### config.mk
export PLATFORM = sky130hd
export DESIGN_NAME = mult_hilo_unit_flat
export DESIGN_NICKNAME = d
export VERILOG_FILES = /design/src/rtl/mult_hilo_unit_if.sv /design/src/rtl/mult_hilo_unit.sv /design/src/flat_wrapper.sv
export SDC_FILE = /design/constraint.sdc
export NUM_CORES = 1
export LEC_CHECK = 0
export CAP_MARGIN = 20
export CORE_MARGIN = 2
export CORE_UTILIZATION = 55
export CTS_CLUSTER_DIAMETER = 150
export DETAILED_ROUTE_END_ITERATION = 7
export GPL_ROUTABILITY_DRIVEN = 0
export HOLD_SLACK_MARGIN = 0.1
export PLACE_DENSITY = 0.88
export SYNTH_ARGS = -nofsm -noshare
export SYNTH_HDL_FRONTEND = slang
export SYNTH_SLANG_ARGS = --single-unit
### constraint.sdc
create_clock -name clk -period 4.2 [get_ports clk]
set_input_delay 1.26 -clock clk [delete_from_list [all_inputs] [get_ports clk]]
set_output_delay 1.26 -clock clk [all_outputs]
set_load 0.02 [all_outputs]
### src/rtl/mult_hilo_unit_if.sv
// Execute-stage multiplier bus: control code and operands in, HI/LO and status out.
interface mult_hilo_unit_if #(
  parameter int WIDTH = 32
);
  logic [5:0]       ctrl;
  logic [WIDTH-1:0] dataA;
  logic [WIDTH-1:0] dataB;
  logic [WIDTH-1:0] hi;
  logic [WIDTH-1:0] lo;
  logic             busy;
  logic             done;

  modport master (output ctrl, dataA, dataB, input hi, lo, busy, done);
  modport slave  (input ctrl, dataA, dataB, output hi, lo, busy, done);
endinterface

### src/rtl/mult_hilo_unit.sv
// Sequential unsigned shift-add multiplier feeding architectural HI/LO.
// Define MULT_EARLY_EXIT_EN to finish as soon as the remaining multiplier bits are all zero.
module mult_hilo_unit #(
  parameter int         WIDTH      = 32,
  parameter logic [5:0] CODE_MULTU = 6'b011001
) (
  input  logic              clk,
  input  logic              rst_n,
  mult_hilo_unit_if.slave   bus
);
  localparam int CW = $clog2(WIDTH + 1);

  typedef enum logic [1:0] {IDLE, RUN, FINISH} state_e;

  state_e             state_q, state_d;
  logic [2*WIDTH-1:0] mcand_q, mcand_d;
  logic [2*WIDTH-1:0] acc_q, acc_d;
  logic [WIDTH-1:0]   mplier_q, mplier_d;
  logic [CW-1:0]      cnt_q, cnt_d;
  logic [WIDTH-1:0]   hi_q, hi_d, lo_q, lo_d;
  logic               busy_q, busy_d, done_q, done_d, arm_q, arm_d;
  logic               last_iter;

  always_comb begin
    state_d  = state_q;
    mcand_d  = mcand_q;
    acc_d    = acc_q;
    mplier_d = mplier_q;
    cnt_d    = cnt_q;
    hi_d     = hi_q;
    lo_d     = lo_q;
    busy_d   = busy_q;
    done_d   = 1'b0;
    last_iter = 1'b0;
    // Any non-MULTU sample re-arms; a held MULTU never restarts on its own.
    arm_d    = (bus.ctrl != CODE_MULTU) ? 1'b1 : arm_q;

    unique case (state_q)
      IDLE: begin
        if (bus.ctrl == CODE_MULTU && arm_q) begin
          state_d  = RUN;
          mcand_d  = {{WIDTH{1'b0}}, bus.dataA};
          mplier_d = bus.dataB;
          acc_d    = '0;
          cnt_d    = '0;
          arm_d    = 1'b0;
          busy_d   = 1'b1;
        end
      end
      RUN: begin
        if (mplier_q[0]) acc_d = acc_q + mcand_q;
        mcand_d  = mcand_q << 1;
        mplier_d = mplier_q >> 1;
        cnt_d    = cnt_q + CW'(1);
`ifdef MULT_EARLY_EXIT_EN
        last_iter = (cnt_q == CW'(WIDTH - 1)) || (mplier_d == '0);
`else
        last_iter = (cnt_q == CW'(WIDTH - 1));
`endif
        if (last_iter) state_d = FINISH;
      end
      FINISH: begin
        hi_d    = acc_q[2*WIDTH-1:WIDTH];
        lo_d    = acc_q[WIDTH-1:0];
        done_d  = 1'b1;
        busy_d  = 1'b0;
        state_d = IDLE;
      end
      default: state_d = IDLE;
    endcase
  end

  always_ff @(posedge clk or negedge rst_n) begin
    if (!rst_n) begin
      state_q  <= IDLE;
      mcand_q  <= '0;
      acc_q    <= '0;
      mplier_q <= '0;
      cnt_q    <= '0;
      hi_q     <= '0;
      lo_q     <= '0;
      busy_q   <= 1'b0;
      done_q   <= 1'b0;
      arm_q    <= 1'b1;
    end else begin
      state_q  <= state_d;
      mcand_q  <= mcand_d;
      acc_q    <= acc_d;
      mplier_q <= mplier_d;
      cnt_q    <= cnt_d;
      hi_q     <= hi_d;
      lo_q     <= lo_d;
      busy_q   <= busy_d;
      done_q   <= done_d;
      arm_q    <= arm_d;
    end
  end

  assign bus.hi   = hi_q;
  assign bus.lo   = lo_q;
  assign bus.busy = busy_q;
  assign bus.done = done_q;
endmodule

### src/flat_wrapper.sv
// flat-port wrapper written by rule: the top's interface ports become plain ports
module mult_hilo_unit_flat 
#(
  parameter int         WIDTH      = 32,
  parameter logic [5:0] CODE_MULTU = 6'b011001
)
  (clk, rst_n, bus_ctrl, bus_dataA, bus_dataB, bus_hi, bus_lo, bus_busy, bus_done);
  mult_hilo_unit_if #(.WIDTH(WIDTH)) bus_i ();
  input  logic clk;
  input  logic rst_n;
  input wire logic [$bits(bus_i.ctrl)-1:0] bus_ctrl;
  input wire logic [$bits(bus_i.dataA)-1:0] bus_dataA;
  input wire logic [$bits(bus_i.dataB)-1:0] bus_dataB;
  output wire logic [$bits(bus_i.hi)-1:0] bus_hi;
  output wire logic [$bits(bus_i.lo)-1:0] bus_lo;
  output wire logic [$bits(bus_i.busy)-1:0] bus_busy;
  output wire logic [$bits(bus_i.done)-1:0] bus_done;
  assign bus_i.ctrl = bus_ctrl;
  assign bus_i.dataA = bus_dataA;
  assign bus_i.dataB = bus_dataB;
  assign bus_hi = bus_i.hi;
  assign bus_lo = bus_i.lo;
  assign bus_busy = bus_i.busy;
  assign bus_done = bus_i.done;
  mult_hilo_unit #(.WIDTH(WIDTH), .CODE_MULTU(CODE_MULTU)) u_core (.clk(clk), .rst_n(rst_n), .bus(bus_i));
endmodule
# After elaboration in Yosys (flattened, before gate mapping)
# Index checks and enable logic that the tools add are counted.
# Widths: inputs -> output; s select.
# word_totals
register_bits	235
latch_bits	0
ram_bits	0
mem_bits_ro	0
out_inout_bits	66
wordCells	46
n_memories	0
# classes
n_addsub	2
mul	0
div	0
magnitude_cmp	0
n_eq_ne	8
shifts	0
muxes	18
bitwise_logic	0
reduce_logical	8
# op_table
operator	n
$pmux 64 s2	2
$mux 64	3
$add 64x64->64	1
$pmux 32 s2	1
$mux 32	1
$eq 6x5->1 const B	2
$pmux 6 s2	1
$add 6x1->6 const B	1
$mux 6	1
$ne 2x1->1 const B	3
$ne 6x5->1 const B	1
$reduce_and 2->1	3
$mux 1	5
$mux 2	2
$pmux 2 s2	1
$reduce_bool 2->1	2
$reduce_and 3->1	1
$eq 2x1->1 const B	1
$eq 2x2->1 const B	1
$logic_not 2->1	1
$pmux 1 s2	1
$logic_and 1x1->1	1

# Depth between registers and ports, before layout
# Gate-level depths: netlist of run 1.
# depth
word_depth	4
depth_mapped	13
depth_no_buf	13

# Worst setup path before layout of run 1
# No wires, ideal clock.
# synth_path
path_kind	reg2reg
from	reg u_core.acc_q[0]
to	reg u_core.acc_q[40]
setup_time_ns	0.069
arrival_time_ns	2.918
required_time_ns	4.131
slack_ns	1.213
stages_incl_launch_ff	14
path_buffers	0
period_less_slack_ns	2.987
path_cell_list	dfrtp_1 > ha_1 > inv_1 > fa_1 > nand2b_1 > a21oi_2 > o31ai_2 > o21ai_4 > a32o_4 > a211oi_4 > o41ai_4 > a21oi_2 > or4b_1 > nand3_1
# synth_between
elab_chain_cells	3
# synth_lines
element	line	text
start: declaration	mult_hilo_unit.sv:17	logic [2*WIDTH-1:0] acc_q, acc_d;
start signal: assignment	mult_hilo_unit.sv:77	acc_q <= '0;
start signal: assignment	mult_hilo_unit.sv:88	acc_q <= acc_d;
$add 64x64->64	mult_hilo_unit.sv:51	if (mplier_q[0]) acc_d = acc_q + mcand_q;
$mux 64	mult_hilo_unit.sv:51	
$pmux 64 s2	mult_hilo_unit.sv:38	unique case (state_q)
# No other way between the ends. The select of a mux whose other input is x is not followed.
# A chain may end at the register's enable or synchronous reset.

# Worst setup path in the final report of run 1
# layout_path
from	reg u_core.mcand_q[0]
to	reg u_core.acc_q[40]
# layout_between
elab_chain_cells	3
# layout_lines
element	line	text
start: declaration	mult_hilo_unit.sv:16	logic [2*WIDTH-1:0] mcand_q, mcand_d;
start signal: assignment	mult_hilo_unit.sv:87	mcand_q <= mcand_d;
$add 64x64->64	mult_hilo_unit.sv:51	
$mux 64	mult_hilo_unit.sv:51	
$pmux 64 s2	mult_hilo_unit.sv:38	
# No other way between the ends. The select of a mux whose other input is x is not followed.

==> results.json, run 1 <==
{
  "status": "completed",
  "hold_viol_final": 0,
  "synth_cell_types": 67,
  "totalWireLength_microns": 32500,
  "syn_nets": 1688,
  "htreeDepth": 1,
  "path_class": "reg2reg",
  "switching_share": 0.430,
  "grt_usage": 0.267,
  "boundaryPins": 138,
  "syn_inst": 1551,
  "leakage_nw": 6.96,
  "drc": 0,
  "post-cts-setup-buffers": 0,
  "cts_tree": "yes",
  "vias_per_cell": 5.82,
  "antenna_found_initial": 0,
  "path_cells": "ha_1 > inv_1 > fa_1 > nand2b_1 > a21oi_2 > o31ai_2 > o21ai_4 > a32o_4 > a211oi_4 > o41ai_4 > a21oi_2 > or4b_1 > nand3_1",
  "die_h_microns": 157,
  "ant_nets": 0,
  "power_density_nw_per_um2": 781,
  "vias": 11500,
  "rsz0062_at_grt": "false",
  "drive_gt1_frac": 0.0500,
  "cpMostUsedCell": "a21oi_2",
  "async_flop_share": 1.00,
  "timing.final.crit_period_ns": 3.36,
  "r2r-end": "u_core.acc_q[40]",
  "peakVddDrop_mv": 0.380,
  "path_max_fanout": 6,
  "regToRegStartpoint": "u_core.mcand_q[0]",
  "r2r_setup_slack_ns": 0.84,
  "grt_max_degree": 103,
  "clkPwrFrac": 0.189,
  "slew_violations": 0,
  "port_buffers": 137,
  "ctsResizeCount": 0,
  "final_common_cell": "nand2_1",
  "cts-buffers-inserted": 25,
  "grt_pass1_vias": 11100,
  "cp_slowest_cell": "or4b_1",
  "synth_seq_cells": 235,
  "min_period_over_period": 0.800,
  "drt_iter0_markers": 1126,
  "p_comb_frac": 0.511,
  "core.rowCount": 56,
  "place_hpwl_microns": 22100,
  "finClkSkew_ns": 0.0136,
  "holdBufCountCts": 0,
  "critPathMaxStageDelay_ns": 0.50,
  "clock-sinks": 235,
  "nets": 1778,
  "pwr-share-seq": 0.300,
  "avgSynthCellArea_sq_um": 8.34,
  "final-setup-viol-count": 0,
  "ys.flop_type": "dfrtp_1",
  "cp-start-kind": "flop",
  "clock_latency_ns": 0.52,
  "fp.coreArea_sq_um": 23300,
  "power.switching_w": 0.00518,
  "root_buffer": "clkbuf_16",
  "antennaDiodeCount": 0,
  "path_clk_slew_ns": 0.06,
  "dieWidth_microns": 157,
  "crit_arrival_ns": 3.82,
  "fin_setup_tns_ns": 0,
  "cp.required_ns": 4.66,
  "start_util": 0.556,
  "critPathCapture": "u_core.acc_q[40]",
  "synth_edf_count": 0,
  "global_route.overflow_total": 0,
  "p_int_w": 0.00686,
  "slew_headroom": 0.366,
  "drtPass1Iterations": 5,
  "crit_start": "u_core.mcand_q[0]",
  "clockBufferDepth": 3,
  "yosysWarnings": 0,
  "grt_pass1_wl_microns": 54100,
  "crit_path_end_kind": "flop",
  "syn-cell-area_sq_um": 12900,
  "reg2reg_depth": 13,
  "dieArea_sq_um": 24800,
  "worstMarginPinSlew_ns": 0.948,
  "hp-class": "reg2reg",
  "yosysSeqAreaShare": 0.455,
  "cap_violations": 0,
  "fmax_mhz": 297,
  "layout_common_cells": "nand2_1, dfrtp_1, clkdlybuf4s50_1",
  "route.detailed.wl_per_inst_microns": 16.4,
  "syn2layout_area_growth_pct": 19.2,
  "holdWs_ns": 0.472
}
-- stage by stage --
step                      cell area, sq um  instances  utilization  power [W]  worst slack (ns)
final                                15400       1978        0.663     0.0120             0.838
after global routing                 15400       1978        0.663     0.0129             0.656
after CTS                            15400       1977        0.662     0.0119             0.868
after detailed placement             14500       1932        0.625    0.00959             0.433
after global placement               14500       1932        0.625    0.00934             0.496
after floorplan                      12900       1551            -    0.00820              1.21
-- cell usage after synthesis (4+ instances only) --
cell	count	share of area
a21oi_1	77	0.030
and3_1	10	0.0048
o21bai_1	11	0.0064
clkbuf_1	72	0.021
nor3_1	12	0.0046
nand3_1	23	0.0089
buf_1	7	0.0020
inv_1	18	0.0052
ha_1	64	0.062
buf_2	11	0.0043
nand4_1	20	0.0097
or3_1	4	0.0019
o31ai_1	7	0.0041
a21o_1	36	0.021
nand2b_1	10	0.0048
o21ai_1	10	0.0039
a31oi_1	70	0.034
xnor2_1	31	0.021
o21ai_0	121	0.047
and2_1	5	0.0024
xor2_1	28	0.019
dfrtp_1	234	0.45
o21a_1	8	0.0046
nor2_1	93	0.027
a211oi_1	10	0.0058
nand2_1	492	0.14
nor2b_1	10	0.0048
-- final cells by class --
type	instances	area [sq um]
multi-input combinational	1205	6650
clock buffer	35	723
clock inverter	10	128
sequential	235	5880
timing repair buffer	155	1560
fill	1841	7850
tap	319	399
inverter	19	71.3
-- flip-flops by register name (all words and copies together), names as in the netlist --
| signal | cells |
|---|---|
| u_core.acc_q | 64 |
| u_core.arm_q | 1 |
| u_core.bus.busy | 1 |
| u_core.bus.done | 1 |
| u_core.bus.hi | 32 |
| u_core.bus.lo | 32 |
| u_core.cnt_q | 6 |
| u_core.mcand_q | 64 |
| u_core.mplier_q | 32 |
| u_core.state_q | 2 |
-- layer usage --
layer	wire length [microns]	GRT usage
met1	14100	0.364
met2	15000	0.436
met3	2560	0.0485
met4	825	0.0805
met5	0	0
-- worst min path at each step --
stage                 startpoint           endpoint  slack [ns]  cells past startpoint
3_3_place_gp     u_core.cnt_q[5]  u_core.state_q[1]        0.46                      1
2_1_floorplan    u_core.cnt_q[5]  u_core.state_q[1]        0.44                      1
3_5_place_dp   u_core.bus.hi[18]  u_core.bus.hi[18]        0.46                      2
5_1_grt          u_core.cnt_q[5]  u_core.state_q[1]        0.50                      1
6_report       u_core.bus.hi[22]  u_core.bus.hi[22]        0.47                      2
4_1_cts        u_core.bus.hi[18]  u_core.bus.hi[18]        0.48                      2
-- worst max-delay path, delay by kind of cell, from the launching register on --
kind                       cells  cell delay (ns)
DFF                            1             0.38
and+or+nand+nor                3             0.77
adders and majority gates      2             0.57
buffers and inverters          1             0.06
AOI/OAI and AO/OA              7             1.52
-- power by group through the flow --
| stage | sequential, W | combinational, W | clock, W |
|---|---|---|---|
| after floorplan | 0.00340 | 0.00481 | 0 |
| after global placement | 0.00360 | 0.00574 | 0 |
| after CTS | 0.00359 | 0.00604 | 0.00230 |
| final | 0.00362 | 0.00615 | 0.00228 |
| after global routing | 0.00370 | 0.00682 | 0.00240 |
| after detailed placement | 0.00362 | 0.00597 | 0 |
-- kinds of logic (layout without fill, tap and decap cells) --
group                      Yosys count  after routing  synth area share
AOI/OAI and AO/OA                  380            380             0.181
xor gates and xnor gates            59             59            0.0399
adders and majority gates           65             65            0.0634
buffers and inverters              111            219            0.0335
DFF                                235            235             0.455
muxes                                2              2           0.00155
and+or+nand+nor                    699            699             0.226
Note: power is estimated with default switching activity, not from simulation.
==> run 2, diff against run 1 <==
Settings changed: CORE_UTILIZATION 55 to 52, PLACE_DENSITY 0.88 to 0.87.
Clock period 4.2 ns to 2.95 ns, I/O delays scaled along.
==> run 2 against run 1 <==
Net effect:
- the flow now finishes with violations (setup timing)
- wire length increased by 8.0%
- global-route usage shrank 0.74 points
- setup slack worse by 0.91 ns
- cell count up 5.4%
- total power rose by 64%
- highest routed layer unchanged
- critical path type unchanged
- clock power is 44% higher
- via count grew 5.4%
- clock skew about the same
- die area grew 5.6%
- critical path depth unchanged
- non-clock buffer count increased by 103
- sequential share of layout area down 2.8 points
==> results.json, run 2 (synthesis results as in run 1) <==
{
  "path_clk_slew_ns": 0.06,
  "drt_iter0_markers": 1261,
  "grt_max_degree": 88,
  "die_h_microns": 162,
  "cp-start-kind": "flop",
  "root_buffer": "clkbuf_16",
  "r2r_setup_slack_ns": -0.07,
  "rsz0062_at_grt": "true",
  "final-setup-viol-count": 5,
  "grt_pass1_wl_microns": 56700,
  "finClkSkew_ns": 0.0137,
  "preCtsSetupSlack_ns": -0.0670,
  "placed_cell_area_sq_um": 15300,
  "slew_violations": 0,
  "dp_cells": 2026,
  "fin_ws_ns": -0.0675,
  "port_buffers": 137,
  "dieWidth_microns": 162,
  "hold_viol_final": 0,
  "min_period_over_period": 1.02,
  "clock_latency_ns": 0.53,
  "crit_arrival_ns": 3.48,
  "timing.final.crit_period_ns": 3.02,
  "fin_setup_tns_ns": -0.125,
  "antenna_found_initial": 0,
  "clock-sinks": 235,
  "dieArea_sq_um": 26200,
  "peakVddDrop_mv": 0.639,
  "cap_violations": 0,
  "start_util": 0.530,
  "route.detailed.wl_per_inst_microns": 16.8,
  "clockBufferDepth": 3,
  "totalWireLength_microns": 35100,
  "final_common_cell": "nand2_1",
  "htreeDepth": 1,
  "fmax_mhz": 331,
  "fin_cells": 2085,
  "path_max_fanout": 4,
  "fp.coreArea_sq_um": 24400,
  "drive_gt1_frac": 0.133,
  "core.rowCount": 57,
  "worstMarginPinSlew_ns": 0.940,
  "crit_start": "u_core.acc_q[0]",
  "layout_common_cells": "nand2_1, dfrtp_1, clkdlybuf4s50_1",
  "regToRegStartpoint": "u_core.acc_q[0]",
  "design_area_sq_um": 16600,
  "cts-buffers-inserted": 25,
  "final_core_util": 0.681,
  "hp-class": "in2async",
  "boundaryPins": 138,
  "status": "finished, violations left",
  "largestRegisters": "u_core.acc_q x64, u_core.mcand_q x64",
  "slew_headroom": 0.373,
  "power_density_nw_per_um2": 1190,
  "syn2layout_area_growth_pct": 28.5,
  "vias": 12100,
  "drtPass1Iterations": 6,
  "drc": 0,
  "violations": "setup timing",
  "global_route.overflow_total": 0,
  "cp.required_ns": 3.41,
  "place_hpwl_microns": 23800,
  "vias_per_cell": 5.82,
  "leakage_nw": 7.54,
  "cts_tree": "yes",
  "ant_nets": 0,
  "antennaDiodeCount": 0,
  "nets": 1881,
  "grt_usage": 0.259,
  "path_class": "reg2reg",
  "r2r-end": "u_core.acc_q[40]",
  "crit_path_end_kind": "flop",
  "reg2reg_depth": 13,
  "grt_pass1_vias": 11800
}
run 2: cell types whose count changed in the layout (fill, tap and decap cells not counted), sizes merged:
cell,change
clkbuf,-4
clkinv,-1
bufinv,+1
buf,+103
clkinvlp,+1
inv,+2
run 2: per-layer routing:
metal | track usage | vias to the layer above | part of all wire
met5 | 0 | - | 0
met2 | 0.429 | 529 | 0.48
met1 | 0.343 | 5801 | 0.42
li1 | - | 5703 | -
met3 | 0.0460 | 98 | 0.075
met4 | 0.0969 | 0 | 0.032
run 2: worst max path at each step:
stage | end | slack [ns] | cells past startpoint
after floorplan | u_core.acc_q[40] | 0.04 | 13
after global placement | u_core.acc_q[40] | 0.002 | 13
after detailed placement | u_core.acc_q[60] | -0.07 | 14
after CTS | u_core.acc_q[44] | 0.001 | 12
after global routing | u_core.acc_q[40] | -0.14 | 13
final | u_core.acc_q[40] | -0.07 | 13
run 2: through the flow:
step,hold slack (ns),total power [W]
5_1_grt,0.313,0.0210
2_1_floorplan,0.436,0.0117
3_3_place_gp,0.459,0.0145
6_report,0.280,0.0198
4_1_cts,0.289,0.0185
3_5_place_dp,0.462,0.0150
run 2: timing repair:
action	in CTS	in global routing
hold buffers	0	0
resized for setup	5	60
buffers inserted	4	11
endpoints found under the setup margin	7	27
pin swaps	3	15
run 2: where the power goes:
part           internal, W  leakage (nW)  switching [W]  total [W]
sequential         0.00422          2.59       0.000973    0.00519
clock              0.00199         0.419        0.00131    0.00329
combinational      0.00514          4.52        0.00616     0.0113
total               0.0113          7.54        0.00844     0.0198
run 2: cell type report:
| type | instances | area [sq um] |
|---|---|---|
| Tap cell | 324 | 405 |
| Clock buffer | 31 | 678 |
| Sequential cell | 235 | 5880 |
| Clock inverter | 13 | 185 |
| Timing Repair Buffer | 258 | 2360 |
| Multi-Input combinational cell | 1205 | 7040 |
| Fill cell | 1818 | 7770 |
| Inverter | 19 | 71.3 |
run 2: worst max-delay path, stage by stage, from the launching register on:
cell and delay, ns:
dfrtp_1 0.36, ha_2 0.19, inv_2 0.04, fa_2 0.35, nand2b_4 0.17, a21oi_4 0.17
o31ai_4 0.09, o21ai_4 0.16, a32o_4 0.28, a211oi_4 0.09, o41ai_4 0.33, a21oi_2 0.12
or4b_1 0.52, nand3_1 0.09
==> run 3, diff against run 2 <==
Settings changed: SETUP_SLACK_MARGIN set to 0.02.
==> run 3 against run 2 <==
Net effect:
- the run still ends with setup timing left
- setup slack worse by 0.0020 ns
- sequential power about the same
- core utilization grew 0.40 points
- wire length grew 1.0%
- cell count hardly changed
- flip-flop and latch count is the same
- global-route usage about the same
- clock skew fell by 0.0056 ns
- sequential share of layout area down 0.20 points
- maximum frequency is essentially flat
==> results.json, run 3 (synthesis results as in run 1) <==
{
  "status": "finished, violations left",
  "violations": "setup timing",
  "fmax_mhz": 331,
  "dieWidth_microns": 162,
  "clock_latency_ns": 0.53,
  "timing.final.crit_period_ns": 3.02,
  "dieArea_sq_um": 26200,
  "hp-class": "in2async",
  "start_util": 0.530,
  "grt_usage": 0.259,
  "min_period_over_period": 1.02,
  "fin_ws_ns": -0.0695,
  "drt_iter0_markers": 1227,
  "drtPass1Iterations": 5,
  "port_buffers": 137,
  "die_h_microns": 162,
  "path_class": "reg2reg",
  "fp.coreArea_sq_um": 24400,
  "slew_headroom": 0.365,
  "finClkSkew_ns": 0.00814,
  "layout_common_cells": "nand2_1, dfrtp_1, clkdlybuf4s50_1",
  "rsz0062_at_grt": "true",
  "vias_per_cell": 5.85,
  "root_buffer": "clkbuf_16",
  "cp_slowest_cell": "or4b_1",
  "crit_arrival_ns": 3.48,
  "drc": 0,
  "syn2layout_area_growth_pct": 29.2,
  "power_density_nw_per_um2": 1200,
  "largestRegisters": "u_core.acc_q x64, u_core.mcand_q x64",
  "critPathBufInv": 1,
  "grt_pass1_vias": 11900,
  "peakVddDrop_mv": 0.634,
  "worstMarginPinSlew_ns": 0.952,
  "vias": 12200,
  "critPathMaxStageDelay_ns": 0.51,
  "path_max_fanout": 4,
  "cp.required_ns": 3.41,
  "core.rowCount": 57,
  "boundaryPins": 138,
  "drive_gt1_frac": 0.139,
  "totalWireLength_microns": 35500,
  "slew_violations": 0,
  "final_core_util": 0.685,
  "cap_violations": 0,
  "final-setup-viol-count": 5,
  "path_clk_slew_ns": 0.06,
  "grt_pass1_wl_microns": 56700,
  "antennaDiodeCount": 0,
  "cp_top_family": "compound AO/OA/AOI/OAI gates",
  "cts-buffers-inserted": 25,
  "route.detailed.wl_per_inst_microns": 17.0,
  "path_cells": "ha_2 > inv_2 > fa_2 > nand2b_4 > a21oi_4 > o31ai_4 > o21ai_4 > a32o_4 > a211oi_4 > o41ai_4 > a21oi_2 > or4b_1 > nand3_1",
  "global_route.overflow_total": 0,
  "htreeDepth": 1,
  "antenna_found_initial": 0,
  "hold_viol_final": 0,
  "clock-sinks": 235,
  "nets": 1882,
  "grt_max_degree": 88,
  "final_common_cell": "nand2_1",
  "place_hpwl_microns": 23800,
  "fin_setup_tns_ns": -0.217,
  "crit_path_end_kind": "flop",
  "cp-start-kind": "flop",
  "cts_tree": "yes",
  "clockBufferDepth": 3,
  "leakage_nw": 7.55,
  "ant_nets": 0
}
## run 3: cell count changes in the layout (fill, tap and decap cells not counted), sizes merged
cell,delta
buf,+1
## run 3: layout make-up
cell class / count / area (sq um)
Clock buffer: 31 / 678
Clock inverter: 13 / 185
Fill cell: 1784 / 7670
Inverter: 19 / 71.3
Multi-Input combinational cell: 1205 / 7120
Sequential cell: 235 / 5880
Tap cell: 324 / 405
Timing Repair Buffer: 259 / 2370
## run 3: power by group
part | switching [W] | total, W | leakage, nW | internal (W)
clock | 0.00132 | 0.00331 | 0.419 | 0.00199
sequential | 0.000984 | 0.00520 | 2.59 | 0.00422
combinational | 0.00629 | 0.0115 | 4.54 | 0.00526
total | 0.00859 | 0.0201 | 7.55 | 0.0115
## run 3: per-layer routing
metal,vias up,GRT usage,part of all wire
met5,-,0,0
met4,0,0.0977,0.033
met3,104,0.0460,0.078
met2,545,0.429,0.48
met1,5849,0.343,0.41
li1,5712,-,-
## run 3: worst reg2reg max path: cells and delay by family (launching register included)
family / cells / cell delay [ns]
adder cells (fa/ha/maj): 2 / 0.54
buffers and inverters: 1 / 0.04
AND/OR/NAND/NOR: 3 / 0.76
AO/OA/AOI/OAI: 7 / 1.25
flip-flops: 1 / 0.36
## run 3: timing repair
action                                 CTS  global route
endpoints found under the hold margin    0             0
pin swaps                                3            19
setup buffers                            4            12
setup endpoints to repair               10            30
gates resized for setup                  7            73
hold buffers                             0             0
## run 3: worst paths after layout
| path | startpoint | endpoint | slack, ns | cells after the start |
|---|---|---|---|---|
| min in group clk | u_core.bus.lo[9] | u_core.bus.lo[9] | 0.47 | 2 |
| max in group asynchronous | rst_n | u_core.acc_q[23] | 1.90 | 2 |
| max reg2reg | u_core.mcand_q[0] | u_core.acc_q[40] | -0.07 | 13 |
| min reg2reg | u_core.bus.lo[9] | u_core.bus.lo[9] | 0.47 | 2 |
| max | u_core.mcand_q[0] | u_core.acc_q[40] | -0.07 | 13 |
| min | rst_n | u_core.bus.hi[26] | 0.28 | 1 |
## run 3: metrics by stage
stage	setup WS [ns]	power (W)	hold WS, ns	area [sq um]	instances
2_1_floorplan	0.0389	0.0117	0.436	13000	1551
3_3_place_gp	0.00226	0.0145	0.459	15300	2026
3_5_place_dp	-0.0670	0.0150	0.462	15300	2026
4_1_cts	0.00611	0.0185	0.289	16200	2074
5_1_grt	-0.128	0.0213	0.312	16700	2086
6_report	-0.0695	0.0201	0.282	16700	2086
